File: config.mk
export PLATFORM = sky130hd
export DESIGN_NAME = memory_access_unit_flat
export DESIGN_NICKNAME = d
export VERILOG_FILES = /design/src/rtl/memory_access_unit.sv /design/src/rtl/memory_access_unit_if.sv /design/src/flat_wrapper.sv
export SDC_FILE = /design/constraint.sdc
export NUM_CORES = 1
export LEC_CHECK = 0
export BUFFER_PORTS_ARGS = -buffer_cell sky130_fd_sc_hd__buf_2
export CORE_AREA = 2 2 125 127
export CTS_CLUSTER_SIZE = 16
export DETAILED_ROUTE_END_ITERATION = 6
export DIE_AREA = 0 0 127 129
export GPL_TIMING_DRIVEN = 0
export MAX_ROUTING_LAYER = met4
export PLACE_DENSITY = 0.91
export SYNTH_ARGS = -nofsm -noshare
export SYNTH_HDL_FRONTEND = slang
export SYNTH_SLANG_ARGS = --single-unit
File: constraint.sdc
create_clock -name i_aclk -period 14.68 [get_ports i_aclk]
set_input_delay 1.468 -clock i_aclk [delete_from_list [all_inputs] [get_ports i_aclk]]
set_output_delay 1.468 -clock i_aclk [all_outputs]
set_load 0.02 [all_outputs]
File: src/rtl/memory_access_unit.sv
// Memory access pipeline stage: registers execute results, runs data-memory loads/stores,
// aligns store lanes, extends load data and stalls upstream while an access is in flight.
package memory_access_unit_pkg;
    typedef enum logic [2:0] {LD_LB = 3'd0, LD_LH = 3'd1, LD_LW = 3'd2, LD_LBU = 3'd3, LD_LHU = 3'd4} t_ldop;
    typedef enum logic [1:0] {ST_SB = 2'd0, ST_SH = 2'd1, ST_SW = 2'd2} t_sop;
    typedef enum logic [1:0] {S_IDLE = 2'd0, S_REQ = 2'd1, S_RESP = 2'd2} t_state;
endpackage

module memory_access_unit
    import memory_access_unit_pkg::*;
#(
    parameter int DATA_SIZE      = 32,
    parameter int TIMEOUT_CYCLES = 255
) (
    input  logic                 i_aclk,
    input  logic                 i_areset_n,
    input  logic                 i_en,
    input  logic [DATA_SIZE-1:0] i_exe_calc,
    input  logic [DATA_SIZE-1:0] i_exe_wdata,
    input  logic                 i_cu_regwrite,
    input  logic                 i_cu_memwrite,
    input  logic                 i_cu_memaccess,
    input  logic [1:0]           i_cu_memtoreg,
    input  t_ldop                i_ldop,
    input  t_sop                 i_sop,
    input  logic [4:0]           i_rdest,
    input  logic [DATA_SIZE-1:0] i_pcplus4,
    output logic                 o_stall,
    output logic [DATA_SIZE-1:0] o_ma_op,
    output logic [DATA_SIZE-1:0] o_rdata,
    output logic [4:0]           o_rdest,
    output logic [1:0]           o_cu_memtoreg,
    output logic [DATA_SIZE-1:0] o_pcplus4,
    output logic                 o_cu_regwrite,
    output logic                 o_misaligned,
    output logic                 o_bus_error,
    output logic [1:0]           o_state,
    memory_access_unit_if.master dmem
);
    // Counter only needs to reach TIMEOUT_CYCLES-1; the abort fires on that cycle.
    localparam int CNT_W = (TIMEOUT_CYCLES > 1) ? $clog2(TIMEOUT_CYCLES) : 1;
    localparam logic [CNT_W-1:0] CNT_LAST = CNT_W'((TIMEOUT_CYCLES > 0) ? TIMEOUT_CYCLES - 1 : 0);

    t_state               r_state;
    logic [CNT_W-1:0]     r_cnt;
    logic                 r_regwrite, r_memwrite, r_memaccess, r_bus_error;
    logic [DATA_SIZE-1:0] r_ldword;
    logic [DATA_SIZE-1:0] r_calc, r_wdata, r_pcplus4;
    logic [4:0]           r_rdest;
    logic [1:0]           r_memtoreg;
    t_ldop                r_ldop;
    t_sop                 r_sop;

    logic                 w_stall, w_timeout, w_in_misaligned, w_misaligned;
    logic [3:0]           w_wstrb;
    logic [DATA_SIZE-1:0] w_wdata;
    logic [7:0]           w_byte;
    logic [15:0]          w_half;

    function automatic logic f_misaligned(input logic [1:0] a, input logic we,
                                          input t_ldop ld, input t_sop st);
        logic m;
        m = 1'b0;
        if (we) begin
            case (st)
                ST_SH:   m = a[0];
                ST_SW:   m = |a;
                default: m = 1'b0;
            endcase
        end else begin
            case (ld)
                LD_LH, LD_LHU: m = a[0];
                LD_LW:         m = |a;
                default:       m = 1'b0;
            endcase
        end
        return m;
    endfunction

    assign w_stall         = (r_state == S_REQ) || (r_state == S_RESP);
    assign w_timeout       = (TIMEOUT_CYCLES != 0) && (r_cnt == CNT_LAST);
    assign w_in_misaligned = f_misaligned(i_exe_calc[1:0], i_cu_memwrite, i_ldop, i_sop);
    assign w_misaligned    = r_memaccess && f_misaligned(r_calc[1:0], r_memwrite, r_ldop, r_sop);

    // Control registers and access FSM; a new instruction is only taken while IDLE.
    always_ff @(posedge i_aclk or negedge i_areset_n) begin
        if (!i_areset_n) begin
            r_state     <= S_IDLE;
            r_cnt       <= '0;
            r_regwrite  <= 1'b0;
            r_memwrite  <= 1'b0;
            r_memaccess <= 1'b0;
            r_bus_error <= 1'b0;
            r_ldword    <= '0;
        end else begin
            r_bus_error <= 1'b0;
            case (r_state)
                S_IDLE: begin
                    r_regwrite  <= i_en & i_cu_regwrite;
                    r_memwrite  <= i_en & i_cu_memwrite;
                    r_memaccess <= i_en & i_cu_memaccess;
                    if (i_en && i_cu_memaccess && !w_in_misaligned) begin
                        r_state <= S_REQ;
                        r_cnt   <= '0;
                    end
                end
                S_REQ: begin
                    r_cnt <= r_cnt + 1'b1;
                    if (dmem.i_dmem_ready) begin
                        r_state <= r_memwrite ? S_IDLE : S_RESP;
                    end else if (w_timeout) begin
                        r_state     <= S_IDLE;
                        r_bus_error <= 1'b1;
                        r_ldword    <= '0;
                    end
                end
                S_RESP: begin
                    r_cnt <= r_cnt + 1'b1;
                    if (dmem.i_dmem_rvalid) begin
                        r_state  <= S_IDLE;
                        r_ldword <= dmem.i_dmem_rdata;
                    end else if (w_timeout) begin
                        r_state     <= S_IDLE;
                        r_bus_error <= 1'b1;
                        r_ldword    <= '0;
                    end
                end
                default: r_state <= S_IDLE;
            endcase
        end
    end

    // Data registers: no reset, loaded with a valid instruction whenever the stage is not held.
    always_ff @(posedge i_aclk) begin
        if (!w_stall && i_en) begin
            r_calc     <= i_exe_calc;
            r_wdata    <= i_exe_wdata;
            r_pcplus4  <= i_pcplus4;
            r_rdest    <= i_rdest;
            r_memtoreg <= i_cu_memtoreg;
            r_ldop     <= i_ldop;
            r_sop      <= i_sop;
        end
    end

    // Store lane placement: narrow data replicated across lanes, strobes select the target.
    always_comb begin
        w_wstrb = 4'b1111;
        w_wdata = r_wdata;
        case (r_sop)
            ST_SB: begin
                w_wstrb = 4'b0001 << r_calc[1:0];
                w_wdata = {4{r_wdata[7:0]}};
            end
            ST_SH: begin
                w_wstrb = 4'b0011 << {r_calc[1], 1'b0};
                w_wdata = {2{r_wdata[15:0]}};
            end
            default: begin
                w_wstrb = 4'b1111;
                w_wdata = r_wdata;
            end
        endcase
    end

    // Load extraction from the latched response word, selected by the low address bits.
    always_comb begin
        w_byte = r_ldword[7:0];
        case (r_calc[1:0])
            2'd1:    w_byte = r_ldword[15:8];
            2'd2:    w_byte = r_ldword[23:16];
            2'd3:    w_byte = r_ldword[31:24];
            default: w_byte = r_ldword[7:0];
        endcase
        w_half = r_calc[1] ? r_ldword[31:16] : r_ldword[15:0];
        case (r_ldop)
            LD_LB:   o_rdata = {{24{w_byte[7]}}, w_byte};
            LD_LBU:  o_rdata = {24'd0, w_byte};
            LD_LH:   o_rdata = {{16{w_half[15]}}, w_half};
            LD_LHU:  o_rdata = {16'd0, w_half};
            default: o_rdata = r_ldword;
        endcase
    end

    assign o_stall           = w_stall;
    assign o_state           = r_state;
    assign o_ma_op           = r_calc;
    assign o_rdest           = r_rdest;
    assign o_cu_memtoreg     = r_memtoreg;
    assign o_pcplus4         = r_pcplus4;
    assign o_misaligned      = w_misaligned;
    assign o_bus_error       = r_bus_error;
    assign o_cu_regwrite     = r_regwrite & !w_stall & !w_misaligned & !r_bus_error;

    assign dmem.o_dmem_valid = (r_state == S_REQ);
    assign dmem.o_dmem_addr  = {r_calc[DATA_SIZE-1:2], 2'b00};
    assign dmem.o_dmem_we    = (r_state == S_REQ) && r_memwrite;
    assign dmem.o_dmem_wstrb = ((r_state == S_REQ) && r_memwrite) ? w_wstrb : 4'b0000;
    assign dmem.o_dmem_wdata = w_wdata;
endmodule

File: src/rtl/memory_access_unit_if.sv
// Data-memory bus between the memory access unit (master) and data memory (slave).
// Handshake: a request transfers on a clock edge where o_dmem_valid and i_dmem_ready are
// both high; while o_dmem_valid is high, addr/we/wstrb/wdata stay stable until accepted.
// A load response is a single cycle with i_dmem_rvalid high carrying i_dmem_rdata; it is
// only honoured while the master is waiting for it.
interface memory_access_unit_if #(
    parameter int DATA_SIZE = 32
);
    logic                   o_dmem_valid;
    logic                   i_dmem_ready;
    logic [DATA_SIZE-1:0]   o_dmem_addr;
    logic                   o_dmem_we;
    logic [DATA_SIZE/8-1:0] o_dmem_wstrb;
    logic [DATA_SIZE-1:0]   o_dmem_wdata;
    logic                   i_dmem_rvalid;
    logic [DATA_SIZE-1:0]   i_dmem_rdata;

    modport master (
        output o_dmem_valid, o_dmem_addr, o_dmem_we, o_dmem_wstrb, o_dmem_wdata,
        input  i_dmem_ready, i_dmem_rvalid, i_dmem_rdata
    );

    modport slave (
        input  o_dmem_valid, o_dmem_addr, o_dmem_we, o_dmem_wstrb, o_dmem_wdata,
        output i_dmem_ready, i_dmem_rvalid, i_dmem_rdata
    );
endinterface

File: src/flat_wrapper.sv
// flat-port wrapper written by rule: the top's interface ports become plain ports
module memory_access_unit_flat import memory_access_unit_pkg::*;
#(
    parameter int DATA_SIZE      = 32,
    parameter int TIMEOUT_CYCLES = 255
)
  (i_aclk, i_areset_n, i_en, i_exe_calc, i_exe_wdata, i_cu_regwrite, i_cu_memwrite, i_cu_memaccess, i_cu_memtoreg, i_ldop, i_sop, i_rdest, i_pcplus4, o_stall, o_ma_op, o_rdata, o_rdest, o_cu_memtoreg, o_pcplus4, o_cu_regwrite, o_misaligned, o_bus_error, o_state, dmem_o_dmem_valid, dmem_o_dmem_addr, dmem_o_dmem_we, dmem_o_dmem_wstrb, dmem_o_dmem_wdata, dmem_i_dmem_ready, dmem_i_dmem_rvalid, dmem_i_dmem_rdata);
  memory_access_unit_if #(.DATA_SIZE(DATA_SIZE)) dmem_i ();
  input  logic i_aclk;
  input  logic i_areset_n;
  input  logic i_en;
  input  logic [DATA_SIZE-1:0] i_exe_calc;
  input  logic [DATA_SIZE-1:0] i_exe_wdata;
  input  logic i_cu_regwrite;
  input  logic i_cu_memwrite;
  input  logic i_cu_memaccess;
  input  logic [1:0] i_cu_memtoreg;
  input  t_ldop i_ldop;
  input  t_sop i_sop;
  input  logic [4:0] i_rdest;
  input  logic [DATA_SIZE-1:0] i_pcplus4;
  output logic o_stall;
  output logic [DATA_SIZE-1:0] o_ma_op;
  output logic [DATA_SIZE-1:0] o_rdata;
  output logic [4:0] o_rdest;
  output logic [1:0] o_cu_memtoreg;
  output logic [DATA_SIZE-1:0] o_pcplus4;
  output logic o_cu_regwrite;
  output logic o_misaligned;
  output logic o_bus_error;
  output logic [1:0] o_state;
  output wire logic [$bits(dmem_i.o_dmem_valid)-1:0] dmem_o_dmem_valid;
  output wire logic [$bits(dmem_i.o_dmem_addr)-1:0] dmem_o_dmem_addr;
  output wire logic [$bits(dmem_i.o_dmem_we)-1:0] dmem_o_dmem_we;
  output wire logic [$bits(dmem_i.o_dmem_wstrb)-1:0] dmem_o_dmem_wstrb;
  output wire logic [$bits(dmem_i.o_dmem_wdata)-1:0] dmem_o_dmem_wdata;
  input wire logic [$bits(dmem_i.i_dmem_ready)-1:0] dmem_i_dmem_ready;
  input wire logic [$bits(dmem_i.i_dmem_rvalid)-1:0] dmem_i_dmem_rvalid;
  input wire logic [$bits(dmem_i.i_dmem_rdata)-1:0] dmem_i_dmem_rdata;
  assign dmem_o_dmem_valid = dmem_i.o_dmem_valid;
  assign dmem_o_dmem_addr = dmem_i.o_dmem_addr;
  assign dmem_o_dmem_we = dmem_i.o_dmem_we;
  assign dmem_o_dmem_wstrb = dmem_i.o_dmem_wstrb;
  assign dmem_o_dmem_wdata = dmem_i.o_dmem_wdata;
  assign dmem_i.i_dmem_ready = dmem_i_dmem_ready;
  assign dmem_i.i_dmem_rvalid = dmem_i_dmem_rvalid;
  assign dmem_i.i_dmem_rdata = dmem_i_dmem_rdata;
  memory_access_unit #(.DATA_SIZE(DATA_SIZE), .TIMEOUT_CYCLES(TIMEOUT_CYCLES)) u_core (.i_aclk(i_aclk), .i_areset_n(i_areset_n), .i_en(i_en), .i_exe_calc(i_exe_calc), .i_exe_wdata(i_exe_wdata), .i_cu_regwrite(i_cu_regwrite), .i_cu_memwrite(i_cu_memwrite), .i_cu_memaccess(i_cu_memaccess), .i_cu_memtoreg(i_cu_memtoreg), .i_ldop(i_ldop), .i_sop(i_sop), .i_rdest(i_rdest), .i_pcplus4(i_pcplus4), .o_stall(o_stall), .o_ma_op(o_ma_op), .o_rdata(o_rdata), .o_rdest(o_rdest), .o_cu_memtoreg(o_cu_memtoreg), .o_pcplus4(o_pcplus4), .o_cu_regwrite(o_cu_regwrite), .o_misaligned(o_misaligned), .o_bus_error(o_bus_error), .o_state(o_state), .dmem(dmem_i));
endmodule
==> reports/results.txt <==
Multi-input gate area: 2211 µm²
die width: 127 µm
largest net degree at the start of global routing: 47
Max-cap violations: 0
Post-Synthesis Cells: 558
Post-Syn Area per Cell: 12.78 µm²
Synth Area in Simple Gates: 0.06052
Least-Margin Pin Slew: 1.061 ns
type of the tightest min-delay check: register to register
DIE HEIGHT: 129 µm
Root Driver: clkbuf_16
Post-Synth Adder-Cell Area: 0.01929
CTS Buf Count: 17
status: finished clean
XOR/XNOR share of the synthesized area: 0.001228
Yosys cell types: 56
Final TNS setup: 0 ns
Synth warnings: 0
Sink Count: 154
later-pin clock latency in the skew report: 0.42 ns
Crit path largest cell delay: 0.51 ns
RSZ-0062 raised after global routing: false
gr usage total: 0.2788
Rows: 45
vias in the first global route: 5848
Placed Cells: 1074
Critical Path Most Common Cell: clkbuf_1
Yosys reg bits: 154
endpoint class of the critical path: output pin
postcts setup bufs: 0
hold-fix buffers at CTS: 0
first-pass GRT wire length: 32.85 mm
post-synthesis compound-gate area fraction: 0.1830
reg-to-reg slack, setup: 12.26 ns
Vias/cell: 5.583
Setup crit start kind: register
layout cells sized above 1: 0.4662
Critical R2R Capture: u_core.r_wdata[8]
Seq/Total Area, Yosys: 0.6160
core area: 14980 µm²
Setup Skew: 0.01260 ns
relative slew slack: 0.2926
TritonCTS clock tree: yes
commonest non-fill, non-tap cell in the layout: buf_2
pwr dens: 219.2 nW/µm²
Reg clk slew, reported paths: 0.06 ns
placed cell area: 9061 µm²
IO Pins: 327
total grt overflow: 0
Vias: 6208
fin cells: 1112
Starting DRT DRC Count: 668
crit path from: u_core.r_sop[1]
fin. max-slew vios: 0
Pwr Total: 2.134 mW
drt drc: 0
DRT Pass-1 Iters: 5
PortBufs: 324
hold depth: 1
clk buf depth: 2
number of synthesized flops with an enable pin: 108
critical path required time: 13.21 ns
period utilisation layout: 0.3074
initial antenna violation count: 6
DRT antenna net count: 0
Worst VDD drop: 0.1535 mV
dpl hpwl: 17.45 mm
Slowest cell on crit path: clkbuf_1
most frequent cells in the layout: buf_2 (332), edfxtp_1 (108), a22o_1 (47), dfrtp_1 (46), buf_4 (40)
worst setup path class: register to output pin
critical path arrival: 3.04 ns
WL final: 22.61 mm
routed length per instance: 20.33 µm
RR Startpoint: u_core.o_state[0]
largest family of logic cells by synthesized area: compound AO/OA/AOI/OAI gates
# resized after CTS: 0
Final Cell Area: 9733 µm²
# fillers: 1124
Register Area: 4394 µm²
ys flop type: edfxtp_1
crit path time final: 4.513 ns
final hold violation count: 0
Max Fclk: 221.6 MHz
die area: 16380 µm²
worst reg2reg path depth: 6
Cell Area, Synth: 7133 µm²
post-synthesis mux area share: 0.04385
Final GP Congestion: 0.9461
fraction of registers with async set or reset after synthesis: 0.2987
H-tree depth: 4
Pleak: 4.672 nW
endpoints failing setup: 0
Final nets: 1064
CP Cell Sequence: clkbuf_1 > inv_1 > ha_1 > clkbuf_1 > nor2_1 > clkbuf_1 > a21oi_1 > nor2_1 > buf_2
crit-path max FO: 10
synthesis-to-finish area growth: 36.45%
Worst setup endpoint: dmem_o_dmem_wstrb[2]
effective utilization at floorplan: 0.4763
-- synth_stat cells (5+ instances only) --
cell | n | area share
edfxtp_1 | 108 | 0.45
a222oi_1 | 6 | 0.0084
a21oi_1 | 23 | 0.016
a21o_1 | 20 | 0.021
nor2_1 | 26 | 0.014
o21ai_0 | 21 | 0.015
buf_4 | 40 | 0.042
ha_1 | 11 | 0.019
a22o_1 | 47 | 0.058
nand2b_1 | 5 | 0.0044
nor3_1 | 5 | 0.0035
mux2_2 | 16 | 0.025
a22oi_1 | 16 | 0.017
mux2i_1 | 11 | 0.015
nand3_1 | 8 | 0.0056
buf_2 | 8 | 0.0056
dfrtp_1 | 46 | 0.16
inv_1 | 29 | 0.015
a31oi_1 | 8 | 0.0070
o22a_1 | 8 | 0.0098
clkbuf_1 | 19 | 0.010
nand2_1 | 27 | 0.014
-- how the worst min path moves through the flow --
stage                               end                start  slack, ns
floorplan            u_core.r_memaccess   u_core.r_memaccess       0.47
global placement    u_core.r_ldword[19]  u_core.r_ldword[19]       0.51
detailed placement  u_core.r_ldword[19]  u_core.r_ldword[19]       0.51
CTS                 u_core.r_ldword[19]  u_core.r_ldword[19]       0.53
global route        u_core.r_ldword[19]  u_core.r_ldword[19]       0.54
finish              u_core.r_ldword[19]  u_core.r_ldword[19]       0.54
-- kinds of logic after synthesis --
kind of cell    Yosys count
compound gates          173
fa+ha+maj                11
mux                      28
simple gates             91
other cells               1
flops                   154
xor+xnor                  1
buf+inv                  99
-- final cells by class --
cell class,count,share of cell area
flip-flops and latches,154,0.4515
multi-input cells,306,0.2272
repair buffers,327,0.1728
clock buffers,17,0.04371
plain buffers,68,0.04345
well taps,188,0.02417
clock inverters,15,0.02378
inverters,31,0.01196
diodes,6,0.001543
-- through the flow --
step           hold WS [ns]    util  worst slack (ns)
2_1_floorplan        0.4741       -             7.932
5_1_grt              0.5439  0.6499             9.994
6_report             0.5381  0.6499             10.17
4_1_cts              0.5311  0.6489             10.14
3_3_place_gp         0.5101  0.6005             5.891
3_5_place_dp         0.5125  0.6050             10.61
-- power by group --
| group | internal [mW] | switching [mW] | total, mW |
|---|---|---|---|
| clock | 0.293 | 0.190 | 0.483 |
| combinational | 0.342 | 0.576 | 0.918 |
| sequential | 0.623 | 0.110 | 0.733 |
| total | 1.26 | 0.876 | 2.13 |
-- flip-flops by register name, summed over array words and instances, names as in the netlist --
register              flops
u_core.r_cnt              8
u_core.o_cu_memtoreg      2
u_core.o_ma_op           32
u_core.r_wdata           32
u_core.o_state            2
u_core.r_regwrite         1
u_core.o_bus_error        1
u_core.r_sop              2
u_core.r_memwrite         1
u_core.o_rdest            5
u_core.o_pcplus4         32
u_core.r_memaccess        1
u_core.r_ldop             3
u_core.r_ldword          32
-- layer usage --
| metal | track usage | vias up | wire, µm |
|---|---|---|---|
| li1 | - | 2791 | - |
| met1 | 0.3328 | 2953 | 8835 |
| met2 | 0.4396 | 413 | 10700 |
| met3 | 0.09522 | 51 | 2489 |
| met4 | 0.1086 | 0 | 582 |
| met5 | - | - | 0 |
-- worst max-delay path: cells and delay by family (launching register included) --
family	cells	cell delay, ns
adders and majority gates	1	0.21
buffers and inverters	5	1.59
DFF	1	0.36
AOI/OAI and AO/OA	1	0.10
and+or+nand+nor	2	0.38
Note: power is estimated with default switching activity, not from simulation.
